## src/rtl/inst_axi_read_bridge_pkg.sv

```systemverilog
// Shared definitions for the instruction-side AXI read bridge and its helpers.
package inst_axi_read_bridge_pkg;

   localparam int unsigned STATE_W = 2;
   localparam int unsigned AXI_ID_W = 4;
   localparam int unsigned AXI_LEN_W = 8;
   localparam int unsigned AXI_SIZE_W = 3;
   localparam int unsigned AXI_BURST_W = 2;
   localparam int unsigned AXI_RESP_W = 2;

   typedef enum logic [STATE_W-1:0] {
      ST_IDLE = 2'd0,
      ST_AR   = 2'd1,
      ST_R    = 2'd2
   } state_e;

   localparam logic [AXI_LEN_W-1:0]   AXI_LEN_SINGLE = 8'd0;
   localparam logic [AXI_SIZE_W-1:0]  AXI_SIZE_WORD  = 3'b010;
   localparam logic [AXI_BURST_W-1:0] AXI_BURST_INCR = 2'b01;
   localparam logic [AXI_RESP_W-1:0]  AXI_RESP_OKAY  = 2'b00;

   localparam logic [31:0] KSEG01_MASK = 32'h1FFF_FFFF;

endpackage

```

## src/rtl/inst_axi_read_bridge_vaddr_fixed_map.sv

```systemverilog
// Fixed MIPS-style mapping: kseg0/kseg1 fold onto low physical memory, all else passes through.
module vaddr_fixed_map
   import inst_axi_read_bridge_pkg::*;
#(
   parameter int unsigned WIDTH = 32
) (
   input  logic [WIDTH-1:0] i_vaddr,
   output logic [WIDTH-1:0] o_paddr
);

   logic w_kseg01;

   // Top two address bits 2'b10 select the 0x8000_0000-0xBFFF_FFFF window.
   always_comb begin
      w_kseg01 = (i_vaddr[WIDTH-1 -: 2] == 2'b10);
      o_paddr  = w_kseg01 ? (i_vaddr & WIDTH'(KSEG01_MASK)) : i_vaddr;
   end

endmodule

```

## src/rtl/inst_axi_read_bridge.sv

```systemverilog
// Instruction fetch bridge: one single-beat AXI read per accepted fetch, with flush support.
module inst_axi_read_bridge
   import inst_axi_read_bridge_pkg::*;
#(
   parameter int unsigned WIDTH    = 32,
   parameter logic [3:0]  ARID_VAL = 4'd0
) (
   input  logic             clk,
   input  logic             rst,
   input  logic             inst_req,
   input  logic [WIDTH-1:0] inst_addr,
   output logic             inst_addr_ok,
   output logic             inst_data_ok,
   output logic [WIDTH-1:0] inst_rdata,
   output logic             inst_err,
   input  logic             flush,
   output logic [3:0]       arid,
   output logic [WIDTH-1:0] araddr,
   output logic [7:0]       arlen,
   output logic [2:0]       arsize,
   output logic [1:0]       arburst,
   output logic             arvalid,
   input  logic             arready,
   input  logic [3:0]       rid,
   input  logic [WIDTH-1:0] rdata,
   input  logic [1:0]       rresp,
   input  logic             rlast,
   input  logic             rvalid,
   output logic             rready
);

   state_e           r_state;
   state_e           w_state_nxt;
   logic             r_discard;
   logic [WIDTH-1:0] r_araddr;
   logic [WIDTH-1:0] r_inst_rdata;
   logic             r_inst_err;
   logic             r_inst_data_ok;

   logic [WIDTH-1:0] w_paddr;
   logic             w_addr_ok;
   logic             w_accept;
   logic             w_arvalid;
   logic             w_rready;
   logic             w_ar_done;
   logic             w_r_done;
   logic             w_deliver;
   logic             w_unused_rid;

   // Only one read is ever outstanding, so the returned ID carries no information.
   assign w_unused_rid = ^rid;

   vaddr_fixed_map #(
      .WIDTH (WIDTH)
   ) u_vaddr_fixed_map (
      .i_vaddr (inst_addr),
      .o_paddr (w_paddr)
   );

   // State register plus datapath registers.
   always_ff @(posedge clk) begin
      if (rst) begin
         r_state        <= ST_IDLE;
         r_discard      <= 1'b0;
         r_araddr       <= '0;
         r_inst_rdata   <= '0;
         r_inst_err     <= 1'b0;
         r_inst_data_ok <= 1'b0;
      end else begin
         r_state        <= w_state_nxt;
         r_inst_data_ok <= w_deliver;
         if (w_accept) begin
            r_araddr  <= w_paddr;
            r_discard <= 1'b0;
         end else if (flush && (r_state != ST_IDLE)) begin
            r_discard <= 1'b1;
         end
         if (w_deliver) begin
            r_inst_rdata <= rdata;
            r_inst_err   <= (rresp != AXI_RESP_OKAY);
         end
      end
   end

   // Next-state decode.
   always_comb begin
      w_state_nxt = r_state;
      case (r_state)
         ST_IDLE: if (w_accept)  w_state_nxt = ST_AR;
         ST_AR:   if (w_ar_done) w_state_nxt = ST_R;
         ST_R:    if (w_r_done)  w_state_nxt = ST_IDLE;
         default:                w_state_nxt = ST_IDLE;
      endcase
   end

   // Handshake and strobe decode from current state and inputs.
   always_comb begin
      w_addr_ok = 1'b0;
      w_arvalid = 1'b0;
      w_rready  = 1'b0;
      w_accept  = 1'b0;
      w_ar_done = 1'b0;
      w_r_done  = 1'b0;
      w_deliver = 1'b0;
      case (r_state)
         ST_IDLE: begin
            w_addr_ok = ~flush;
            w_accept  = inst_req & ~flush;
         end
         ST_AR: begin
            w_arvalid = 1'b1;
            w_ar_done = arready;
         end
         ST_R: begin
            w_rready  = 1'b1;
            w_r_done  = rvalid & rlast;
            // A flush on the final beat still drops it.
            w_deliver = rvalid & rlast & ~r_discard & ~flush;
         end
         default: ;
      endcase
   end

   assign inst_addr_ok = w_addr_ok;
   assign inst_data_ok = r_inst_data_ok;
   assign inst_rdata   = r_inst_rdata;
   assign inst_err     = r_inst_err;
   assign arid         = ARID_VAL;
   assign araddr       = r_araddr;
   assign arlen        = AXI_LEN_SINGLE;
   assign arsize       = AXI_SIZE_WORD;
   assign arburst      = AXI_BURST_INCR;
   assign arvalid      = w_arvalid;
   assign rready       = w_rready;

endmodule

```

## config.mk

```make
export PLATFORM = sky130hd
export DESIGN_NAME = inst_axi_read_bridge
export DESIGN_NICKNAME = d
export VERILOG_FILES = /design/src/rtl/inst_axi_read_bridge_pkg.sv /design/src/rtl/inst_axi_read_bridge_vaddr_fixed_map.sv /design/src/rtl/inst_axi_read_bridge.sv
export SDC_FILE = /design/constraint.sdc
export NUM_CORES = 1
export LEC_CHECK = 0
export ABC_CLOCK_PERIOD_IN_PS = 2600
export CELL_PAD_IN_SITES_DETAIL_PLACEMENT = 1
export CELL_PAD_IN_SITES_GLOBAL_PLACEMENT = 1
export CORE_MARGIN = 2
export CORE_UTILIZATION = 30
export CTS_BUF_LIST = sky130_fd_sc_hd__clkbuf_16
export CTS_CLUSTER_DIAMETER = 80
export CTS_CLUSTER_SIZE = 16
export DETAILED_ROUTE_END_ITERATION = 8
export GPL_ROUTABILITY_DRIVEN = 0
export GPL_TIMING_DRIVEN = 0
export PLACE_DENSITY_LB_ADDON = 0.1
export REMOVE_ABC_BUFFERS = 1
export SYNTH_ARGS = -nofsm -noshare
export SYNTH_HDL_FRONTEND = slang
export SYNTH_SLANG_ARGS = --single-unit
```

## constraint.sdc

```tcl
create_clock -name clk -period 2.6 [get_ports clk]
set_input_delay 0.39 -clock clk [delete_from_list [all_inputs] [get_ports clk]]
set_output_delay 0.39 -clock clk [all_outputs]
set_load 0.02 [all_outputs]
```

[Word-level counts from Yosys, hierarchy flattened]
Cells that the tools add are included.
Operators by class
  equal/unequal tests: 6
  muxes and demuxes: 12
  bitwise operators: 6
  reductions and logical operators: 6
Operators with widths (count)
  $mux W32: 1
  $mux W1: 7
  $mux W2: 3
  $ne A2 B2 Y1 const B: 3
  $pmux W2 S3: 1
  $and A1 B1 Y1: 4
  $eq A2 B2 Y1 const B: 2
  $reduce_bool A2 Y1: 2
  $reduce_and A3 Y1: 1
  $eq A2 B1 Y1 const B: 1
  $logic_not A2 Y1: 1
  $not A1 Y1: 2
  $reduce_or A2 Y1: 1
  $logic_and A1 B1 Y1: 1
Storage, ports and cells
  register bits: 69
  bits of input ports: 77
  output and inout bits: 86
  logic and storage cells: 36

[Depth between registers and ports, before layout]
  depth in word-level cells: 5
  gate-level depth with buffers: 5
  depth with buffers taken out: 3

[Hierarchy]
Synthesis repeated with hierarchy kept, for this count alone.
Unflattened totals
  cells, all modules: 353
  area total of the unflattened synthesis: 3203.1 µm²
By module, submodules not included
  inst_axi_read_bridge: instances 1, cells each 320, area each 2959.1 µm², seq. area each 1381.3 µm²
  vaddr_fixed_map: instances 1, cells each 33, area each 244.0 µm², seq. area each 0.0 µm²

[Worst setup path after synthesis]
OpenSTA, ideal clock, no wires.
  kind: register -> register
  from: reg r_state[0]
  to: reg r_inst_rdata[10], in the netlist inst_rdata[10]
  setup time: 72 ps
  arrival time: 1325 ps
  required time: 2528 ps
  setup slack: 1204 ps
  stages on the path, launching flop included: 6
  buffers on the path: 2
  period minus slack after synthesis: 1396 ps
  path through: dfxtp_1 > and2b_4 > nor4b_4 > buf_6 > buf_12 > mux2i_1
On the way
  cells in the longest elaborated chain, start to end: 2
Ends and longest elaborated chain
  from (decl): RTL line inst_axi_read_bridge.sv:32  | state_e r_state;
  from (signal assigned): RTL line inst_axi_read_bridge.sv:70  | r_state <= w_state_nxt;
  $eq A2 B2 Y1: RTL line inst_axi_read_bridge.sv:105  | case (r_state)
  $mux W1: RTL line inst_axi_read_bridge.sv:105
  to (signal assigned): RTL line inst_axi_read_bridge.sv:79  | r_inst_rdata <= rdata;
  to (decl): RTL line inst_axi_read_bridge.sv:36  | logic [WIDTH-1:0] r_inst_rdata;
No other way between the ends.
A chain may end at the register's enable or synchronous reset.

[Worst setup path in the final report]
  from: in flush
  to: out inst_addr_ok
On the way
  cells in the longest elaborated chain, start to end: 2
Ends and longest elaborated chain
  from (decl): RTL line inst_axi_read_bridge.sv:16  | input logic flush,
  $not A1 Y1: RTL line inst_axi_read_bridge.sv:107  | w_addr_ok = ~flush;
  $mux W1: RTL line inst_axi_read_bridge.sv:105
  to (decl): RTL line inst_axi_read_bridge.sv:12  | output logic inst_addr_ok,
No other way between the ends.

==> impl_metrics.yaml <==
grt:
  grt_pass1_wl_um: 12100
  track_usage_pct: 14.64
  grt_max_degree: 102
  grt-ovfl-total: 0
  grt_antenna_before_repair: 0
  grt_pass1_vias: 2482
worst_setup_path:
  critPathLaunch: "flush"
  startpoint_type: "input port"
  end_kind: "output port"
  reg2reg_slack_ps: 650
  crit_arrival_ps: 1820
  max_stage_delay_ps: 640
  crit_slowest_cell: "clkdlybuf4s50_1"
  critPathTopFamily: "buffers and inverters"
  r2r-start: "r_state[1]"
  critPathKind: "in -> out"
  cp_common_cell: "clkdlybuf4s50_1"
  crit_fanout: 6
  cp_num_buf_inv: 2
  crit_chain: "clkdlybuf4s50_1 -> nor3_1 -> clkdlybuf4s50_1"
  cp.required_ps: 2210
placed_design:
  placed_area_um2: 4360
  placed_cells_incl_taps: 576
  place_ws_ps: 44.89
  dpl.hpwl_um: 5629
  io_buffers: 141
timing:
  skew_ps: 4.283
  drv_slew: 0
  hold_viol_final: 0
  fmax_mhz: 452.9
  max_slew_margin_pct: 21.53
  fin_crit_ps: 2208
  setup_viol: 0
  hold_ws_ps: 451.7
  timing.final.crit_share_pct: 84.93
  rsz0062_at_grt: "false"
  worst_slack_ps: 391.8
  worst_pin_slew_ps: 1177
  final.setup.tns_ps: 0
clock_tree:
  clockBufferDepth: 2
  cts.sinks: 69
  cts_root_buf: "clkbuf_16"
  cts-htree-levels: 3
  cts_made_buffers: 9
  cts_tree: "done"
  post_cts_resized: 0
  clk_pin_slew_ps: 50
  post_cts_buffers: 0
  cts_hold_buf: 0
  insertion_delay_ps: 330
detailed_routing:
  drt_first_pass_iters: 4
  viasPerCell: 4.304
  ant_nets: 0
  drtIter0Drc: 42
  drcViolationCount: 0
  wire_per_inst_um: 13.31
  vias: 2548
  wl_um: 7882
yosys:
  ys_ff_latch: 69
  synth_cell_types: 27
  yosys_warnings: 0
  synthCells: 321
  ys_seq_area_share_pct: 46.54
  post_synth.cell_area_avg_um2: 9.246
  syn_area_um2: 2968
  yosysTopAreaCell: "dfxtp_1"
  synth.area.top_cells: "dfxtp_1 47%, nand2b_1 14%, mux2i_1 11%, nand2_1 8.0%, a21oi_1 5.4%"
  synth_top_area_share_pct: 46.54
run_status:
  status: "complete, no violations"
layout:
  drive_gt1_share_pct: 5.229
  antenna_cells: 0
  final_cells: 592
  fin_nets: 531
  synthToLayoutAreaGrowth_pct: 56.45
  fin_util_pct: 47.95
  fin_area_um2: 4643
floorplanning:
  die_w_um: 103.5
  placementRows: 36
  die_area_um2: 10700
  io_pins: 163
  core_um2: 9684
  start_util_pct: 30.65
  dieHeight_um: 103.5
job:
  max-cap-violations: 0
power:
  powerDensity_nw_per_um2: 563.8
  p_leak_nw: 1.635
  fin_total_pwr_mw: 2.618
  vdd_drop_max_v: 0.0002677
hold_path:
  timing.hold.worst.start: "araddr[25]"
  hold_path.class: "reg -> reg"
-- routing by layer --
metal	vias to the layer above	wire [um]	GRT usage (%)
li1	1267	-	-
met1	1169	3333	16.94
met2	102	3553	23.03
met3	10	868	6.384
met4	0	128	7.389
met5	-	0	0
-- flip-flops by register name, indices dropped and copies added (netlist names) --
name / count
araddr: 32
inst_rdata: 32
r_state: 2
r_discard: 1
inst_data_ok: 1
inst_err: 1
-- power breakdown --
part	switching [mW]	leakage, nW	internal (mW)
combinational	0.155	0.928	0.188
clock	0.445	0.148	0.728
sequential	0.0158	0.559	1.09
-- worst paths after layout --
| path | to | cells after the start |
|---|---|---|
| worst max register to register | araddr[27] | 3 |
| worst min-delay path | araddr[25] | 2 |
| worst max-delay path | inst_addr_ok | 3 |
| worst min register to register | araddr[25] | 2 |
-- layout by cell type, fill, tap and decap left out, types with 4 or more instances in the layout --
master and n:
mux2i_1 32, clkinv_2 4, nand2_1 63, nand2b_1 66, clkbuf_16 9, clkdlybuf4s50_1 140, a21oi_1 32, dfxtp_1 69
conb_1 17, buf_6 5
-- logic make-up after synthesis --
family / after synthesis / synth area share (%)
other cells: 2 / 0.2530
compound gates: 38 / 6.914
flops: 69 / 46.54
simple gates: 140 / 25.42
buf+inv: 40 / 10.08
mux: 32 / 10.79
-- cell usage after synthesis, drive strengths merged --
cell / count
o21a: 1
buf: 30
clkbuf: 9
nor3: 1
a21oi: 33
nand2: 63
dfxtp: 69
a22oi: 1
nand3: 2
and2b: 1
a41oi: 1
nor4: 1
conb: 2
nor2: 1
inv: 1
nor2b: 2
nor4b: 2
or4b: 1
a211oi: 1
o21ai: 1
mux2i: 32
nand2b: 66
-- worst register-to-register path, delay by kind of cell, from the launching register on --
kind | cells | cell delay [ps]
and+or+nand+nor | 2 | 1340
DFF | 1 | 380
AOI/OAI and AO/OA | 1 | 80
-- final cells by class --
cell class	count	area, um^2
Clock buffer	9	225.2
Clock inverter	7	57.56
Fill cell	1127	5041
Inverter	1	3.754
Multi-Input combinational cell	227	1344
Sequential cell	69	1381
Tap cell	133	166.4
Timing Repair Buffer	146	1465
Power figures use the tool's default switching activity.
